### src/rtl/calc_exec_unit.sv
// rtl/calc_exec_unit.sv - sequential signed add/sub/mul/div unit; optional divider under CALC_DIV_EN
module calc_exec_unit #(
  parameter int WIDTH = 8
) (
  input  logic               clk,
  input  logic               reset,
  input  logic               start,
  input  logic [2:0]         op,
  input  logic [WIDTH-1:0]   a_mag,
  input  logic               a_neg,
  input  logic [WIDTH-1:0]   b_mag,
  input  logic               b_neg,
  output logic               busy,
  output logic               done,
  output logic [2*WIDTH-1:0] res_mag,
  output logic               res_neg,
  output logic [WIDTH-1:0]   rem_mag,
  output logic               err
);

  localparam int CW = $clog2(WIDTH + 1);

  localparam logic [2:0] OP_ADD = 3'b000;
  localparam logic [2:0] OP_SUB = 3'b001;
  localparam logic [2:0] OP_MUL = 3'b010;
  localparam logic [2:0] OP_DIV = 3'b011;

  typedef enum logic [2:0] {
    S_IDLE,
    S_ADDSUB,
    S_MUL,
    S_DIV,
    S_FIN
  } state_t;

  state_t             state_q, state_d;
  logic [2:0]         op_q, op_d;
  // a_q doubles as dividend/quotient shift register, b_q as multiplier shift register
  logic [WIDTH-1:0]   a_q, a_d;
  logic [WIDTH-1:0]   b_q, b_d;
  logic               an_q, an_d;
  logic               bn_q, bn_d;
  logic [CW-1:0]      cnt_q, cnt_d;
  logic [2*WIDTH-1:0] acc_q, acc_d;
  logic [2*WIDTH-1:0] mcand_q, mcand_d;
  logic               neg_q, neg_d;
  logic               err_pend_q, err_pend_d;

  logic               busy_q, busy_d;
  logic               done_q, done_d;
  logic [2*WIDTH-1:0] res_mag_q, res_mag_d;
  logic               res_neg_q, res_neg_d;
  logic [WIDTH-1:0]   rem_mag_q, rem_mag_d;
  logic               err_q, err_d;

  logic               a_neg_n;
  logic               b_neg_n;
  logic               eff_bn;

`ifdef CALC_DIV_EN
  logic [WIDTH-1:0]   rem_q, rem_d;
  logic [WIDTH:0]     r_trial;
  logic [WIDTH-1:0]   q_trial;
`endif

  assign busy    = busy_q;
  assign done    = done_q;
  assign res_mag = res_mag_q;
  assign res_neg = res_neg_q;
  assign rem_mag = rem_mag_q;
  assign err     = err_q;

  // Next-state, datapath iteration and result formatting
  always_comb begin
    state_d    = state_q;
    op_d       = op_q;
    a_d        = a_q;
    b_d        = b_q;
    an_d       = an_q;
    bn_d       = bn_q;
    cnt_d      = cnt_q;
    acc_d      = acc_q;
    mcand_d    = mcand_q;
    neg_d      = neg_q;
    err_pend_d = err_pend_q;
    busy_d     = busy_q;
    done_d     = 1'b0;
    res_mag_d  = res_mag_q;
    res_neg_d  = res_neg_q;
    rem_mag_d  = rem_mag_q;
    err_d      = err_q;
    // negative zero on an input is folded to +0 before it reaches any sign logic
    a_neg_n    = a_neg & (|a_mag);
    b_neg_n    = b_neg & (|b_mag);
    eff_bn     = bn_q ^ (op_q == OP_SUB);
`ifdef CALC_DIV_EN
    rem_d      = rem_q;
    r_trial    = {rem_q, a_q[WIDTH-1]};
    q_trial    = {a_q[WIDTH-2:0], 1'b0};
`endif

    case (state_q)
      S_IDLE: begin
        if (start) begin
          op_d       = op;
          a_d        = a_mag;
          an_d       = a_neg_n;
          b_d        = b_mag;
          bn_d       = b_neg_n;
          cnt_d      = '0;
          acc_d      = '0;
          mcand_d    = {{WIDTH{1'b0}}, a_mag};
          neg_d      = a_neg_n ^ b_neg_n;
          err_pend_d = 1'b0;
          busy_d     = 1'b1;
`ifdef CALC_DIV_EN
          rem_d      = '0;
`endif
          // error cases ride through ADDSUB so they complete with the same latency as add
          case (op)
            OP_ADD, OP_SUB: state_d = S_ADDSUB;
            OP_MUL:         state_d = S_MUL;
`ifdef CALC_DIV_EN
            OP_DIV: begin
              if (|b_mag) begin
                state_d = S_DIV;
              end else begin
                err_pend_d = 1'b1;
                state_d    = S_ADDSUB;
              end
            end
`endif
            default: begin
              err_pend_d = 1'b1;
              state_d    = S_ADDSUB;
            end
          endcase
        end
      end

      S_ADDSUB: begin
        if (!err_pend_q) begin
          if (an_q == eff_bn) begin
            acc_d = {{WIDTH{1'b0}}, a_q} + {{WIDTH{1'b0}}, b_q};
            neg_d = an_q;
          end else if (a_q > b_q) begin
            acc_d = {{WIDTH{1'b0}}, a_q - b_q};
            neg_d = an_q;
          end else if (b_q > a_q) begin
            acc_d = {{WIDTH{1'b0}}, b_q - a_q};
            neg_d = eff_bn;
          end else begin
            acc_d = '0;
            neg_d = 1'b0;
          end
        end
        state_d = S_FIN;
      end

      S_MUL: begin
        // LSB-first shift-add; the cycle after the last iteration just hands off to FIN
        if (cnt_q == CW'(WIDTH)) begin
          state_d = S_FIN;
        end else begin
          if (b_q[0]) begin
            acc_d = acc_q + mcand_q;
          end
          mcand_d = {mcand_q[2*WIDTH-2:0], 1'b0};
          b_d     = {1'b0, b_q[WIDTH-1:1]};
          cnt_d   = cnt_q + 1'b1;
        end
      end

`ifdef CALC_DIV_EN
      S_DIV: begin
        // restoring divide: quotient bits enter a_q from the right as the dividend shifts out
        if (cnt_q == CW'(WIDTH)) begin
          acc_d   = {{WIDTH{1'b0}}, a_q};
          state_d = S_FIN;
        end else begin
          if (r_trial >= {1'b0, b_q}) begin
            r_trial    = r_trial - {1'b0, b_q};
            q_trial[0] = 1'b1;
          end
          rem_d = r_trial[WIDTH-1:0];
          a_d   = q_trial;
          cnt_d = cnt_q + 1'b1;
        end
      end
`endif

      S_FIN: begin
        busy_d  = 1'b0;
        done_d  = 1'b1;
        state_d = S_IDLE;
        if (err_pend_q) begin
          res_mag_d = '0;
          res_neg_d = 1'b0;
          rem_mag_d = '0;
          err_d     = 1'b1;
        end else begin
          res_mag_d = acc_q;
          res_neg_d = neg_q & (|acc_q);
`ifdef CALC_DIV_EN
          rem_mag_d = (op_q == OP_DIV) ? rem_q : '0;
`else
          rem_mag_d = '0;
`endif
          err_d     = 1'b0;
        end
      end

      default: state_d = S_IDLE;
    endcase
  end

  // State and datapath registers; reset aborts any operation without a done pulse
  always_ff @(posedge clk) begin
    if (reset) begin
      state_q    <= S_IDLE;
      op_q       <= '0;
      a_q        <= '0;
      b_q        <= '0;
      an_q       <= 1'b0;
      bn_q       <= 1'b0;
      cnt_q      <= '0;
      acc_q      <= '0;
      mcand_q    <= '0;
      neg_q      <= 1'b0;
      err_pend_q <= 1'b0;
      busy_q     <= 1'b0;
      done_q     <= 1'b0;
      res_mag_q  <= '0;
      res_neg_q  <= 1'b0;
      rem_mag_q  <= '0;
      err_q      <= 1'b0;
`ifdef CALC_DIV_EN
      rem_q      <= '0;
`endif
    end else begin
      state_q    <= state_d;
      op_q       <= op_d;
      a_q        <= a_d;
      b_q        <= b_d;
      an_q       <= an_d;
      bn_q       <= bn_d;
      cnt_q      <= cnt_d;
      acc_q      <= acc_d;
      mcand_q    <= mcand_d;
      neg_q      <= neg_d;
      err_pend_q <= err_pend_d;
      busy_q     <= busy_d;
      done_q     <= done_d;
      res_mag_q  <= res_mag_d;
      res_neg_q  <= res_neg_d;
      rem_mag_q  <= rem_mag_d;
      err_q      <= err_d;
`ifdef CALC_DIV_EN
      rem_q      <= rem_d;
`endif
    end
  end

endmodule

### config.mk
export PLATFORM = sky130hd
export DESIGN_NAME = calc_exec_unit
export DESIGN_NICKNAME = d
export VERILOG_FILES = /design/src/rtl/calc_exec_unit.sv
export SDC_FILE = /design/constraint.sdc
export NUM_CORES = 1
export LEC_CHECK = 0
export CELL_PAD_IN_SITES_DETAIL_PLACEMENT = 1
export CELL_PAD_IN_SITES_GLOBAL_PLACEMENT = 2
export CORE_UTILIZATION = 35
export CTS_BUF_LIST = sky130_fd_sc_hd__clkbuf_4
export DETAILED_ROUTE_END_ITERATION = 6
export GPL_TIMING_DRIVEN = 0
export PLACE_DENSITY = 0.83
export SYNTH_ARGS = -nofsm -noshare
export SYNTH_HDL_FRONTEND = slang
export SYNTH_SLANG_ARGS = --single-unit
### constraint.sdc
create_clock -name clk -period 3.25 [get_ports clk]
set_clock_uncertainty 0.05 [all_clocks]
set_input_delay 0.65 -clock clk [delete_from_list [all_inputs] [get_ports clk]]
set_output_delay 0.65 -clock clk [all_outputs]
set_load 0.03 [all_outputs]
==> impl_metrics.json <==
{
  "ys.flop_type": "dfxtp_1",
  "dp_hpwl_microns": 13400,
  "path_max_fanout": 8,
  "hold_path_class": "reg2reg",
  "power.total_mw": 2.63,
  "drive_gt1_frac": 0.0685,
  "setup_viol": 0,
  "cp.arrival_ns": 3.41,
  "placed_cells": 883,
  "grt_pass1_wl_microns": 26700,
  "synthCells": 649,
  "drt_wl_total_microns": 16600,
  "maxCapViolations": 0,
  "grt_pass1_vias": 5062,
  "drcViolationCount": 0,
  "ys_top_cells_by_count": "nand2_1 (94), dfxtp_1 (82), a21oi_1 (62)",
  "syn_to_final_growth_pct": 17.1,
  "post_dp_cell_area_sq_um": 5850,
  "fmax_mhz": 324,
  "synth.most_common_cell": "nand2_1",
  "timing.final.crit_period_ns": 3.09,
  "die-height_microns": 123,
  "cts_tree": "done",
  "synth-edff-count": 0,
  "final_antenna_net_count": 0,
  "multiInputGateArea_sq_um": 3260,
  "synth.avg_cell_area_sq_um": 7.95,
  "min_period_over_period": 0.950,
  "pwr-share-seq": 0.423,
  "ys_async_sr_fraction": 0,
  "grt_max_degree": 17,
  "start_util": 0.357,
  "worst_pin_slew_ns": 0.920,
  "die_area_sq_um": 15200,
  "p_leak_nw": 2.35,
  "finalSetupTns_ns": 0,
  "swShare": 0.371,
  "coreArea_sq_um": 14500,
  "netSwitchingPower_mw": 0.973,
  "cts.sinks": 82,
  "cts_root_buf": "clkbuf_4",
  "fin_cells": 899,
  "pwr-share-comb": 0.291,
  "internal-power_mw": 1.65,
  "critPathLaunchType": "register",
  "outcome": "complete, no violations",
  "synthTopCellsByArea": "dfxtp_1 (32%), ha_1 (9.9%), nand2_1 (6.8%)",
  "slew_viol_final": 0,
  "ys.warnings.count": 0,
  "final_util": 0.417,
  "clkPwrFrac": 0.286,
  "ys_types": 69,
  "nets": 779,
  "antenna_cells": 0,
  "syn-cell-area_sq_um": 5160,
  "initialDrtViolationCount": 245,
  "report.final.hold_viol_count": 0,
  "powerDensity_nw_per_um2": 435,
  "netlist.area_leader.share": 0.318,
  "io_pins": 52,
  "ir_drop_mv": 0.279,
  "numCtsBuffers": 9,
  "setup_ws_ns": 0.162,
  "place_ws_ns": -0.104,
  "path_clk_slew_ns": 0.16,
  "fillers": 1807,
  "post_drt_wl_per_cell_microns": 18.5,
  "row_count": 44,
  "htreeDepth": 3,
  "final_area_sq_um": 6040,
  "die_w_microns": 123,
  "gr-total-overflow": 0,
  "cts_buffer_depth": 2,
  "rsz0062_at_grt": "no",
  "clk_latency_ns": 0.50,
  "slew_headroom": 0.381,
  "gp_congestion": 0.891,
  "vias_per_cell": 5.63,
  "yosysTopAreaCell": "dfxtp_1",
  "holdWs_ns": 0.424,
  "numPortBuffers": 43,
  "dr.pass1.iters": 4,
  "end_kind": "register",
  "grt_antenna_before_repair": 0,
  "vias": 5058,
  "cp_data_required_time_ns": 3.58,
  "grt_usage": 0.232,
  "worstSetupPathType": "reg2reg",
  "ys_ff_latch": 82,
  "yosysSeqAreaShare": 0.318,
  "seqCellArea_sq_um": 1640
}
-- critical path: stages, from the launching register on --
cell      delay (ns)
dfxtp_1         0.45
ha_1            0.18
inv_1           0.06
fa_1            0.44
a21o_1          0.20
a21oi_2         0.30
o21a_2          0.29
nand3_2         0.19
or4_1           0.55
a311oi_1        0.27
-- sequential cells by signal, summed over array words and instances, names as in the netlist, 3 cells and up --
name     cells
state_q      3
op_q         3
res_mag     16
a_q          8
cnt_q        4
mcand_q     16
acc_q       16
b_q          8
-- kinds of logic (layout without fill, tap and decap cells) --
logic type / Yosys count / in the layout / synth area share
buffers and inverters: 70 / 129 / 0.0589
and+or+nand+nor: 240 / 240 / 0.220
AOI/OAI and AO/OA: 193 / 193 / 0.254
DFF: 82 / 82 / 0.318
other: 1 / 8 / 0.000726
adders and majority gates: 45 / 45 / 0.115
xor gates and xnor gates: 17 / 17 / 0.0318
muxes: 1 / 1 / 0.00194
-- path summary, 6_finish.rpt --
| check | from | to | slack (ns) | cells after the start |
|---|---|---|---|---|
| setup / recovery | b_q[0]$_SDFFE_PP0P_ | acc_q[7]$_SDFFE_PP0P_ | 0.16 | 9 |
| hold / removal | op_q[0]$_SDFFE_PP0P_ | op_q[0]$_SDFFE_PP0P_ | 0.42 | 2 |
| hold reg to reg | op_q[0]$_SDFFE_PP0P_ | op_q[0]$_SDFFE_PP0P_ | 0.42 | 2 |
| setup reg to reg | b_q[0]$_SDFFE_PP0P_ | acc_q[7]$_SDFFE_PP0P_ | 0.16 | 9 |
-- cells in the final DEF (no fill, tap or decap), drive strengths merged, types with 3 or more instances in the layout --
cell | Yosys | routed
a211oi | 11 | 11
a21o | 9 | 9
a21oi | 63 | 63
a221oi | 4 | 4
a22o | 15 | 15
a311oi | 16 | 16
buf | 15 | 15
clkbuf | 25 | 34
clkdlybuf4s50 | 0 | 43
conb | 1 | 8
dfxtp | 82 | 82
fa | 4 | 4
ha | 41 | 41
inv | 30 | 33
nand2 | 94 | 94
nand2b | 6 | 6
nand3 | 25 | 25
nand4 | 8 | 8
nor2 | 53 | 53
nor2b | 6 | 6
nor3 | 11 | 11
nor3b | 6 | 6
nor4 | 14 | 14
o211ai | 5 | 5
o21a | 10 | 10
o21ai | 29 | 29
o21bai | 3 | 3
o22ai | 3 | 3
o311ai | 4 | 4
or2 | 3 | 3
or3 | 7 | 7
xnor2 | 10 | 10
xor2 | 7 | 7
-- power by group through the flow --
| stage | combinational [mW] | clock (mW) | sequential, mW |
|---|---|---|---|
| finish | 0.763 | 0.752 | 1.11 |
| global route | 0.844 | 0.801 | 1.12 |
| CTS | 0.752 | 0.764 | 1.11 |
| detailed placement | 0.745 | 0 | 1.13 |
| global placement | 0.724 | 0 | 1.13 |
| floorplan | 0.514 | 0 | 1.11 |
-- cell type report --
cell class                 instances  area share
buffer                            40      0.0319
inverter                          30      0.0186
tap                              184      0.0381
clock buffer                       9      0.0112
sequential                        82       0.272
multi-input combinational        504       0.539
clock inverter                     7      0.0178
timing repair buffer              43      0.0712
-- repair_timing --
action	4_1_cts	5_1_grt
endpoints found under the setup margin	1	1
buffers inserted	0	0
hold buffers	0	0
gates resized for setup	2	5
-- layer usage --
metal	wire (microns)	GRT usage	vias up
met2	7720	0.378	114
met5	0	0	-
met1	7840	0.314	2478
li1	-	-	2451
met4	207	0.0670	0
met3	861	0.0369	15
Power figures use the tool's default switching activity.
